--- src/rtl/dut_delay_line.sv ---
// Fixed-depth shift register of {valid, data} stages.
//   clk_dut     : clock, rising edge
//   reset       : asynchronous, active-high; clears every stage
//   in_valid    : valid bit loaded into stage 1 every cycle
//   in_data     : data loaded into stage 1 every cycle
//   stage_valid : valid bit of every stage, bit k = stage k+1
//   stage_data  : data of every stage, stage k+1 at [k*WIDTH +: WIDTH]
//   any_valid   : OR of all stage valid bits
module dut_delay_line #(
  parameter int WIDTH   = 16,
  parameter int MAX_LAT = 8
) (
  input  logic                       clk_dut,
  input  logic                       reset,
  input  logic                       in_valid,
  input  logic [WIDTH-1:0]           in_data,
  output logic [MAX_LAT-1:0]         stage_valid,
  output logic [MAX_LAT*WIDTH-1:0]   stage_data,
  output logic                       any_valid
);

  // NOTE: the data stages are reset along with the valid bits so that an
  // idle or freshly reset pipeline presents all-zero outputs.
  always_ff @(posedge clk_dut or posedge reset) begin
    if (reset) begin
      stage_valid <= '0;
      stage_data  <= '0;
    end else begin
      // NOTE: non-blocking assignments let every stage sample its
      // predecessor's old value, which is what makes this a shift register.
      stage_valid <= {stage_valid[MAX_LAT-2:0], in_valid};
      stage_data  <= {stage_data[(MAX_LAT-1)*WIDTH-1:0], in_data};
    end
  end

  assign any_valid = |stage_valid;

endmodule

--- config.mk ---
export PLATFORM = sky130hd
export DESIGN_NAME = dut_delay_line
export DESIGN_NICKNAME = d
export VERILOG_FILES = /design/src/rtl/dut_delay_line.sv
export SDC_FILE = /design/constraint.sdc
export NUM_CORES = 1
export LEC_CHECK = 0
export CAP_MARGIN = 30
export CORE_ASPECT_RATIO = 1.25
export CORE_MARGIN = 4
export CORE_UTILIZATION = 40
export CTS_CLUSTER_SIZE = 10
export DETAILED_ROUTE_END_ITERATION = 7
export PLACE_DENSITY = 0.79
export SLEW_MARGIN = 20
export SYNTH_ARGS = -nofsm -noshare
export SYNTH_HDL_FRONTEND = slang
export SYNTH_SLANG_ARGS = --single-unit
--- constraint.sdc ---
create_clock -name clk_dut -period 5 [get_ports clk_dut]
set_input_delay 1 -clock clk_dut [delete_from_list [all_inputs] [get_ports clk_dut]]
set_output_delay 1 -clock clk_dut [all_outputs]
set_load 0.005 [all_outputs]
==> results of run 1 <==
[synthesized netlist by cell type]
cell type / n / area share
inv_1: 1 / 0.0011
nor4_1: 2 / 0.0037
dfrtp_1: 136 / 0.99
nand2_1: 1 / 0.0011
[per-layer routing]
metal | vias up | part of all wire
met5 | - | 0
met4 | 0 | 0.018
met3 | 13 | 0.11
met2 | 112 | 0.51
met1 | 918 | 0.36
li1 | 804 | -
[power by group]
group          switching, mW  leakage [nW]  internal (mW)
registers             0.0283          1.58           1.16
clock network          0.428         0.311          0.885
logic                 0.0546         0.630          0.107
[flip-flops by register name, indices dropped and copies added (netlist names)]
register and cells:
stage_valid 8, stage_data 128
[final cells by class]
class | instances | share of cell area
clock buffers | 20 | 0.0771
flip-flops and latches | 136 | 0.589
repair buffers | 157 | 0.275
inverters | 1 | 0.00152
well taps | 97 | 0.0210
multi-input cells | 3 | 0.00281
clock inverters | 12 | 0.0342
[through the flow]
step,instances,area (µm²),util,hold WS [ns]
after floorplan,140,3420,-,0.376
after global placement,393,5110,0.616,0.357
after detailed placement,393,5110,0.616,0.358
after CTS,425,5750,0.694,0.371
after global routing,426,5780,0.697,0.376
final,426,5780,0.697,0.369
[logic make-up (layout without fill, tap and decap cells)]
logic type,count (synthesis),in the layout,synth area share
simple gates,3,3,0.00475
buf+inv,1,190,0.00110
flops,136,136,0.994
[worst max path at each step]
stage / to / from / cells after the start / slack, ns
floorplan: stage_data[0] / reset / 1 / 0.36
global placement: stage_data[101] / reset / 3 / 2.45
detailed placement: stage_data[108] / reset / 3 / 2.38
CTS: any_valid / stage_valid[6] / 3 / 2.23
global route: any_valid / stage_valid[6] / 3 / 2.10
finish: any_valid / stage_valid[6] / 3 / 2.27
==> impl_metrics.tcl, run 1 <==
set metrics [dict create \
    outcome "completed" \
    cp_max_fo 3 \
    mostFrequentLayoutCells "clkdlybuf4s50_1, dfrtp_1, clkbuf_16, bufinv_16" \
    cts_resized 0 \
    startpoint_type "register" \
    synth_cell_types 4 \
    drv_slew 0 \
    io_buffers 155 \
    viasPerCell 4.34 \
    synthCells 140 \
    synth-warning-count 0 \
    synth_fp_nets 159 \
    gr-usage-met1 0.155 \
    clk_pin_slew_worst_paths_ns 0.06 \
    total_power_mw 2.66 \
    hold_path_depth 0 \
    numCtsBuffers 17 \
    rsz0062_at_grt "no" \
    clockBufferDepth 2 \
    grt_util_met3 0.0831 \
    setup_ws_ns 2.27 \
    gr-total-overflow 0 \
    clock-sinks 136 \
    max-vdd-ir-drop_mv 0.243 \
    cpLargestDelayFamily "buffers and inverters" \
    clk_latency_ns 0.50 \
    first_pass_iters 2 \
    worst_r2r_endpoint "stage_valid[5]" \
    period_share 0.546 \
    synth_seq_cells 136 \
    worst_pin_slew_ns 0.412 \
    routabilityCongestion 0.693 \
    grtUsageTotal 0.147 \
    ys_seq_area_frac 0.994 \
    cts_setup_buffers 0 \
    ant_nets 0 \
    path_buf_inv 1 \
    endpoint_kind "output port" \
    seq_area_um2 3400 \
    post_drt_wl_per_cell_um 16.2 \
    avgSynthCellArea_um2 24.5 \
    rrSetupSlack_ns 4.47 \
    die_area_um2 10100 \
    worstHoldEndpoint "stage_data[106]" \
    gr-max-usage-layer "met2" \
    drv_cap 0 \
    num-nets-final 335 \
    core_um2 8290 \
    r2r_start "stage_valid[4]" \
    max_stage_delay_ns 0.46 \
    htreeDepth 4 \
    fmax_mhz 366 \
    r2r_cells 0 \
    final_common_cell "clkdlybuf4s50_1" \
    drt-initial-drc-count 72 \
    hp-start "stage_data[90]" \
    crit_slowest_cell "clkdlybuf4s50_1" \
    grt_pass1_wl_um 11000 \
    use_met2 0.236 \
    path_cells "nor4_1, nand2_1, clkdlybuf4s50_1" \
    pre_cts_slack_ns 2.38 \
    cp.required_ns 4.00 \
    critical_path_class "register to output port" \
    tritoncts "yes" \
    powerDensity_nw_per_um2 460 \
    start_util 0.413 \
    setup_viol 0 \
    max-slew-margin-rel 0.725 \
    p_leak_nw 2.53 \
    cts-hold-fix-buffers 0 \
    fillCellCount 515 \
    setup_tns_ns 0 \
    grt_max_degree 104 \
    arrival_ns 1.73 \
    cts-root-buf "clkbuf_8" \
    area_growth_pct 68.8 \
    std_cell_rows 37 \
    antenna_found_initial 0 \
    hp-class "register to register" \
    synth_area_um2 3420 \
    dpl.hpwl_um 4840 \
    die_x_um 90.7 \
    ioPinCount 156 \
    multi_input_area_um2 16.3 \
    grt_pass1_vias 2098 \
    clock_skew_ns 0.00469 \
    drive_gt1_frac 0.103 \
    routed_wl_um 6890 \
    die_h_um 111 \
    drc 0 \
    vias 1847 \
    antenna_cells 0 \
    layout_min_cycle_time_ns 2.73 \
    hold_viol 0 \
]
(Power assumes the default switching activity.)
==> run 2, diff against run 1 <==
--- a/config.mk
+++ b/config.mk
@@ -8,10 +8,10 @@
 export CAP_MARGIN = 30
 export CORE_ASPECT_RATIO = 1.25
 export CORE_MARGIN = 4
-export CORE_UTILIZATION = 40
+export CORE_UTILIZATION = 36
 export CTS_CLUSTER_SIZE = 10
 export DETAILED_ROUTE_END_ITERATION = 7
-export PLACE_DENSITY = 0.79
+export PLACE_DENSITY = 0.75
 export SLEW_MARGIN = 20
 export SYNTH_ARGS = -nofsm -noshare
 export SYNTH_HDL_FRONTEND = slang
==> constraint.sdc (replaced) <==
create_clock -name clk_dut -period 2.49 [get_ports clk_dut]
set_input_delay 0.498 -clock clk_dut [delete_from_list [all_inputs] [get_ports clk_dut]]
set_output_delay 0.498 -clock clk_dut [all_outputs]
set_load 0.005 [all_outputs]
==> impl_metrics.tcl, run 2 (synthesis gave the netlist of run 1 again) <==
set metrics [dict create \
    ant_nets 0 \
    gr-total-overflow 0 \
    layout_min_cycle_time_ns 2.09 \
    arrival_ns 1.59 \
    grtUsageTotal 0.131 \
    cpLargestDelayFamily "buffers and inverters" \
    start_util 0.371 \
    endpoint_kind "output port" \
    worst_r2r_endpoint "stage_valid[5]" \
    die_h_um 117 \
    largest_register_ffs 128 \
    io_buffers 155 \
    clk_pin_slew_worst_paths_ns 0.05 \
    worst_pin_slew_ns 0.520 \
    crit_slowest_cell "clkdlybuf4s50_1" \
    r2r_start "stage_valid[4]" \
    clock-sinks 136 \
    wl_met3_um 740 \
    viasPerCell 4.06 \
    met1Wirelength_um 2320 \
    r2r_cells 0 \
    cts-root-buf "clkbuf_16" \
    powerDensity_nw_per_um2 890 \
    hold_ws_ns 0.364 \
    die_area_um2 11100 \
    setup_tns_ns 0 \
    clock_skew_ns 0.00581 \
    routabilityCongestion 0.745 \
    startpoint_type "register" \
    highest_layer "met4" \
    grt_max_degree 55 \
    area_growth_pct 68.9 \
    cp_max_fo 3 \
    vias 1839 \
    seq_area_um2 3400 \
    max_stage_delay_ns 0.45 \
    path_cells "nor4_1, nand2_1, clkdlybuf4s50_1" \
    cts-hold-fix-buffers 0 \
    fmax_mhz 480 \
    crit_cells 3 \
    routed_wl_um 6710 \
    hp-start "stage_data[51]" \
    rsz0062_at_grt "no" \
    path_buf_inv 1 \
    period_share 0.837 \
    regMostFlops "stage_data" \
    cp.required_ns 1.99 \
    timing.critical_path.from "stage_valid[1]" \
    rrSetupSlack_ns 1.96 \
    tritoncts "yes" \
    first_pass_iters 4 \
    mostFrequentLayoutCells "clkdlybuf4s50_1, dfrtp_1, clkbuf_16, clkinv_2, clkbuf_1" \
    ioPinCount 156 \
    cts_setup_buffers 0 \
    reg_top3 "stage_data (128), stage_valid (8)" \
    dpl.hpwl_um 4990 \
    max-slew-margin-rel 0.652 \
    num-nets-final 336 \
    final_common_cell "clkdlybuf4s50_1" \
    cts_resized 0 \
    drc 0 \
    antenna_found_initial 0 \
    antenna_cells 0 \
    numCtsBuffers 17 \
    crit_end "any_valid" \
    outcome "completed" \
    fillCellCount 668 \
    multi_input_area_um2 16.3 \
    std_cell_rows 39 \
    grt_pass1_vias 1968 \
    hold_viol 0 \
    drv_cap 0 \
    max-vdd-ir-drop_mv 0.497 \
    drv_slew 0 \
    grt_pass1_wl_um 10300 \
    core_um2 9220 \
    critical_path_class "register to output port" \
    drive_gt1_frac 0.0970 \
    hp-class "register to register" \
    die_x_um 95.2 \
    clk_latency_ns 0.40 \
    clockBufferDepth 2 \
    post_drt_wl_per_cell_um 14.8 \
    p_leak_nw 2.51 \
    htreeDepth 4 \
    met2_length_um 3590 \
    setup_viol 0 \
    drt-initial-drc-count 66 \
]
run 2: cell types whose count changed in the layout (fill, tap and decap cells not counted):
cell       previous run  this run
inv_6                 1         0
buf_16                1         0
clkbuf_16            16        17
buf_4                 1         0
clkbuf_1              1         4
clkinv_2              3         5
buf_12                0         3
bufinv_16             5         3
clkbuf_8              3         2
clkinv_4              2         0
run 2: power by group:
| group | internal, mW | switching [mW] | total (mW) |
|---|---|---|---|
| registers | 2.33 | 0.0545 | 2.38 |
| logic | 0.219 | 0.110 | 0.329 |
| clock network | 1.62 | 0.818 | 2.44 |
run 2: per-stage QoR:
| stage | power [mW] | area [µm²] | utilization | setup WS (ns) | instances |
|---|---|---|---|---|---|
| floorplan | 2.46 | 3430 | - | 0.299 | 140 |
| global placement | 2.75 | 5190 | 0.563 | 0.809 | 421 |
| detailed placement | 2.76 | 5190 | 0.563 | 0.823 | 421 |
| CTS | 5.23 | 5780 | 0.627 | 0.376 | 453 |
| global route | 5.37 | 5780 | 0.627 | 0.311 | 453 |
| finish | 5.14 | 5780 | 0.627 | 0.405 | 453 |
run 2: worst min path at each step:
stage	to	slack (ns)	cells past startpoint
2_1_floorplan	stage_data[100]	0.38	0
3_3_place_gp	stage_data[41]	0.35	0
3_5_place_dp	stage_data[31]	0.36	0
4_1_cts	stage_data[107]	0.37	0
5_1_grt	stage_data[67]	0.37	0
6_report	stage_data[67]	0.36	0
run 2: layout make-up:
cell class / count / area share
clock buffers: 23 / 0.0809
repair buffers: 158 / 0.279
clock inverters: 9 / 0.0212
well taps: 123 / 0.0266
multi-input cells: 3 / 0.00281
flip-flops and latches: 136 / 0.588
inverters: 1 / 0.00130
run 2: routing by layer:
metal | GRT usage | up-vias
li1 | - | 809
met1 | 0.135 | 926
met2 | 0.205 | 99
met3 | 0.0831 | 5
met4 | 0.0664 | 0
met5 | 0 | -
==> run 3, diff against run 2 <==
--- a/config.mk
+++ b/config.mk
@@ -8,10 +8,10 @@
 export CAP_MARGIN = 30
 export CORE_ASPECT_RATIO = 1.25
 export CORE_MARGIN = 4
-export CORE_UTILIZATION = 36
+export CORE_UTILIZATION = 40
 export CTS_CLUSTER_SIZE = 10
 export DETAILED_ROUTE_END_ITERATION = 7
-export PLACE_DENSITY = 0.75
+export PLACE_DENSITY = 0.79
 export SLEW_MARGIN = 20
 export SYNTH_ARGS = -nofsm -noshare
 export SYNTH_HDL_FRONTEND = slang
==> constraint.sdc (replaced) <==
create_clock -name clk_dut -period 2 [get_ports clk_dut]
set_input_delay 0.4 -clock clk_dut [delete_from_list [all_inputs] [get_ports clk_dut]]
set_output_delay 0.4 -clock clk_dut [all_outputs]
set_load 0.005 [all_outputs]
==> impl_metrics.tcl, run 3 (synthesis gave the netlist of run 1 again) <==
set metrics [dict create \
    outcome "completed" \
    seq_area_um2 3400 \
    antenna_cells 0 \
    grtUsageTotal 0.148 \
    tritoncts "yes" \
    cts-root-buf "clkbuf_8" \
    die_h_um 111 \
    max-slew-margin-rel 0.745 \
    fmax_mhz 528 \
    clockBufferDepth 2 \
    fin_cells 426 \
    cp_max_fo 3 \
    startpoint_type "register" \
    drt-initial-drc-count 49 \
    clk_latency_ns 0.50 \
    stdcell_area_um2 5780 \
    routed_wl_um 6860 \
    hp-class "input port to asynchronous set/reset pin" \
    clkPwrFrac 0.486 \
    regMostFlops "stage_data" \
    gr-total-overflow 0 \
    num-nets-final 335 \
    viasPerCell 4.36 \
    final_common_cell "clkdlybuf4s50_1" \
    htreeDepth 4 \
    multi_input_area_um2 28.8 \
    layout_min_cycle_time_ns 1.90 \
    std_cell_rows 37 \
    antenna_found_initial 0 \
    die_area_um2 10100 \
    fillCellCount 551 \
    cts-hold-fix-buffers 0 \
    core_um2 8290 \
    endpoint_kind "output port" \
    utilization 0.697 \
    powerDensity_nw_per_um2 1130 \
    arrival_ns 1.50 \
    critical_path_class "register to output port" \
    max-vdd-ir-drop_mv 0.606 \
    start_util 0.413 \
    total_power_mw 6.55 \
    place_area_um2 5140 \
    ioPinCount 156 \
    dpl.hpwl_um 4820 \
    ant_nets 0 \
    area_growth_pct 68.7 \
    period_share 0.948 \
    first_pass_iters 4 \
    worst_pin_slew_ns 0.383 \
    mostFrequentLayoutCells "clkdlybuf4s50_1, dfrtp_1, clkbuf_16, clkinvlp_4, bufinv_16" \
    grt_max_degree 75 \
    p_sw_mw 1.32 \
    dp_cells 394 \
    clk_pin_slew_worst_paths_ns 0.06 \
    post_drt_wl_per_cell_um 16.1 \
    largest_register_ffs 128 \
    vias 1856 \
    grt_pass1_wl_um 11300 \
    sw_frac_of_total 0.202 \
    clock_skew_ns 0.00506 \
    routabilityCongestion 0.734 \
    reg_top3 "stage_data (128), stage_valid (8)" \
    drc 0 \
    drv_cap 0 \
    cts_setup_buffers 0 \
    grt_pass1_vias 2112 \
    power_frac_seq 0.453 \
    cp.required_ns 1.60 \
    clock-sinks 136 \
    intPower_mw 5.23 \
    io_buffers 155 \
    r2r_cells 0 \
    hold_ws_ns 0.196 \
    drv_slew 0 \
    drive_gt1_frac 0.112 \
    numCtsBuffers 17 \
    combinationalPowerShare 0.062 \
    setup_viol 0 \
    p_leak_nw 2.51 \
    hold_viol 0 \
    die_x_um 90.7 \
]
[run 3: cell count changes in the layout (fill, tap and decap cells not counted), moves of 2 or more]
cell | before | now
clkinv_4 | 0 | 2
nor4_2 | 0 | 2
inv_6 | 0 | 3
clkinvlp_4 | 2 | 4
clkbuf_1 | 4 | 0
nor4_1 | 2 | 0
clkinv_2 | 5 | 2
[run 3: area by class of cell]
type | count | share of cell area
Clock buffer | 18 | 0.0741
Clock inverter | 14 | 0.0340
Sequential cell | 136 | 0.589
Inverter | 1 | 0.00130
Tap cell | 97 | 0.0210
Timing Repair Buffer | 157 | 0.275
Multi-Input combinational cell | 3 | 0.00498
[run 3: through the flow]
stage	setup TNS [ns]	worst slack [ns]
final	0	0.104
after global routing	-0.0196	-0.0196
after CTS	0	0.0553
after detailed placement	0	0.413
after global placement	0	0.416
after floorplan	-12.67	-0.0931
[run 3: final timing paths]
check	start	end	slack (ns)
max reg2reg	stage_valid[4]	stage_valid[5]	1.43
max	stage_valid[0]	any_valid	0.10
min	reset	stage_data[83]	0.20
min in group clk_dut	in_data[0]	stage_data[0]	0.34
min reg2reg	stage_data[85]	stage_data[101]	0.37
max in group asynchronous	reset	stage_data[40]	1.17
[run 3: timing repair]
item                                    CTS  global route
resized for setup                         1             2
endpoints found under the setup margin    1             1
pin swaps                                 1             0
[run 3: critical path, cell delays in order, from the launching register on]
cell	delay (ns)
dfrtp_1	0.40
nor4_2	0.27
nand2_1	0.07
dlygate4sd2_1	0.26
[run 3: routing by layer]
metal | up-vias | global-route usage | share of wire | wire, µm
met5 | - | 0 | 0 | 0
met4 | 0 | 0.0695 | 0.016 | 108
met3 | 10 | 0.0784 | 0.11 | 779
met2 | 109 | 0.238 | 0.52 | 3570
met1 | 931 | 0.161 | 0.35 | 2400
li1 | 806 | - | - | -
[run 3: power groups by stage]
stage | Combinational (mW) | Clock (mW) | Sequential [mW]
floorplan | 0.0411 | 0 | 3.02
global placement | 0.411 | 0 | 3.00
detailed placement | 0.414 | 0 | 3.01
CTS | 0.417 | 3.26 | 2.97
global route | 0.435 | 3.40 | 2.99
finish | 0.405 | 3.18 | 2.97
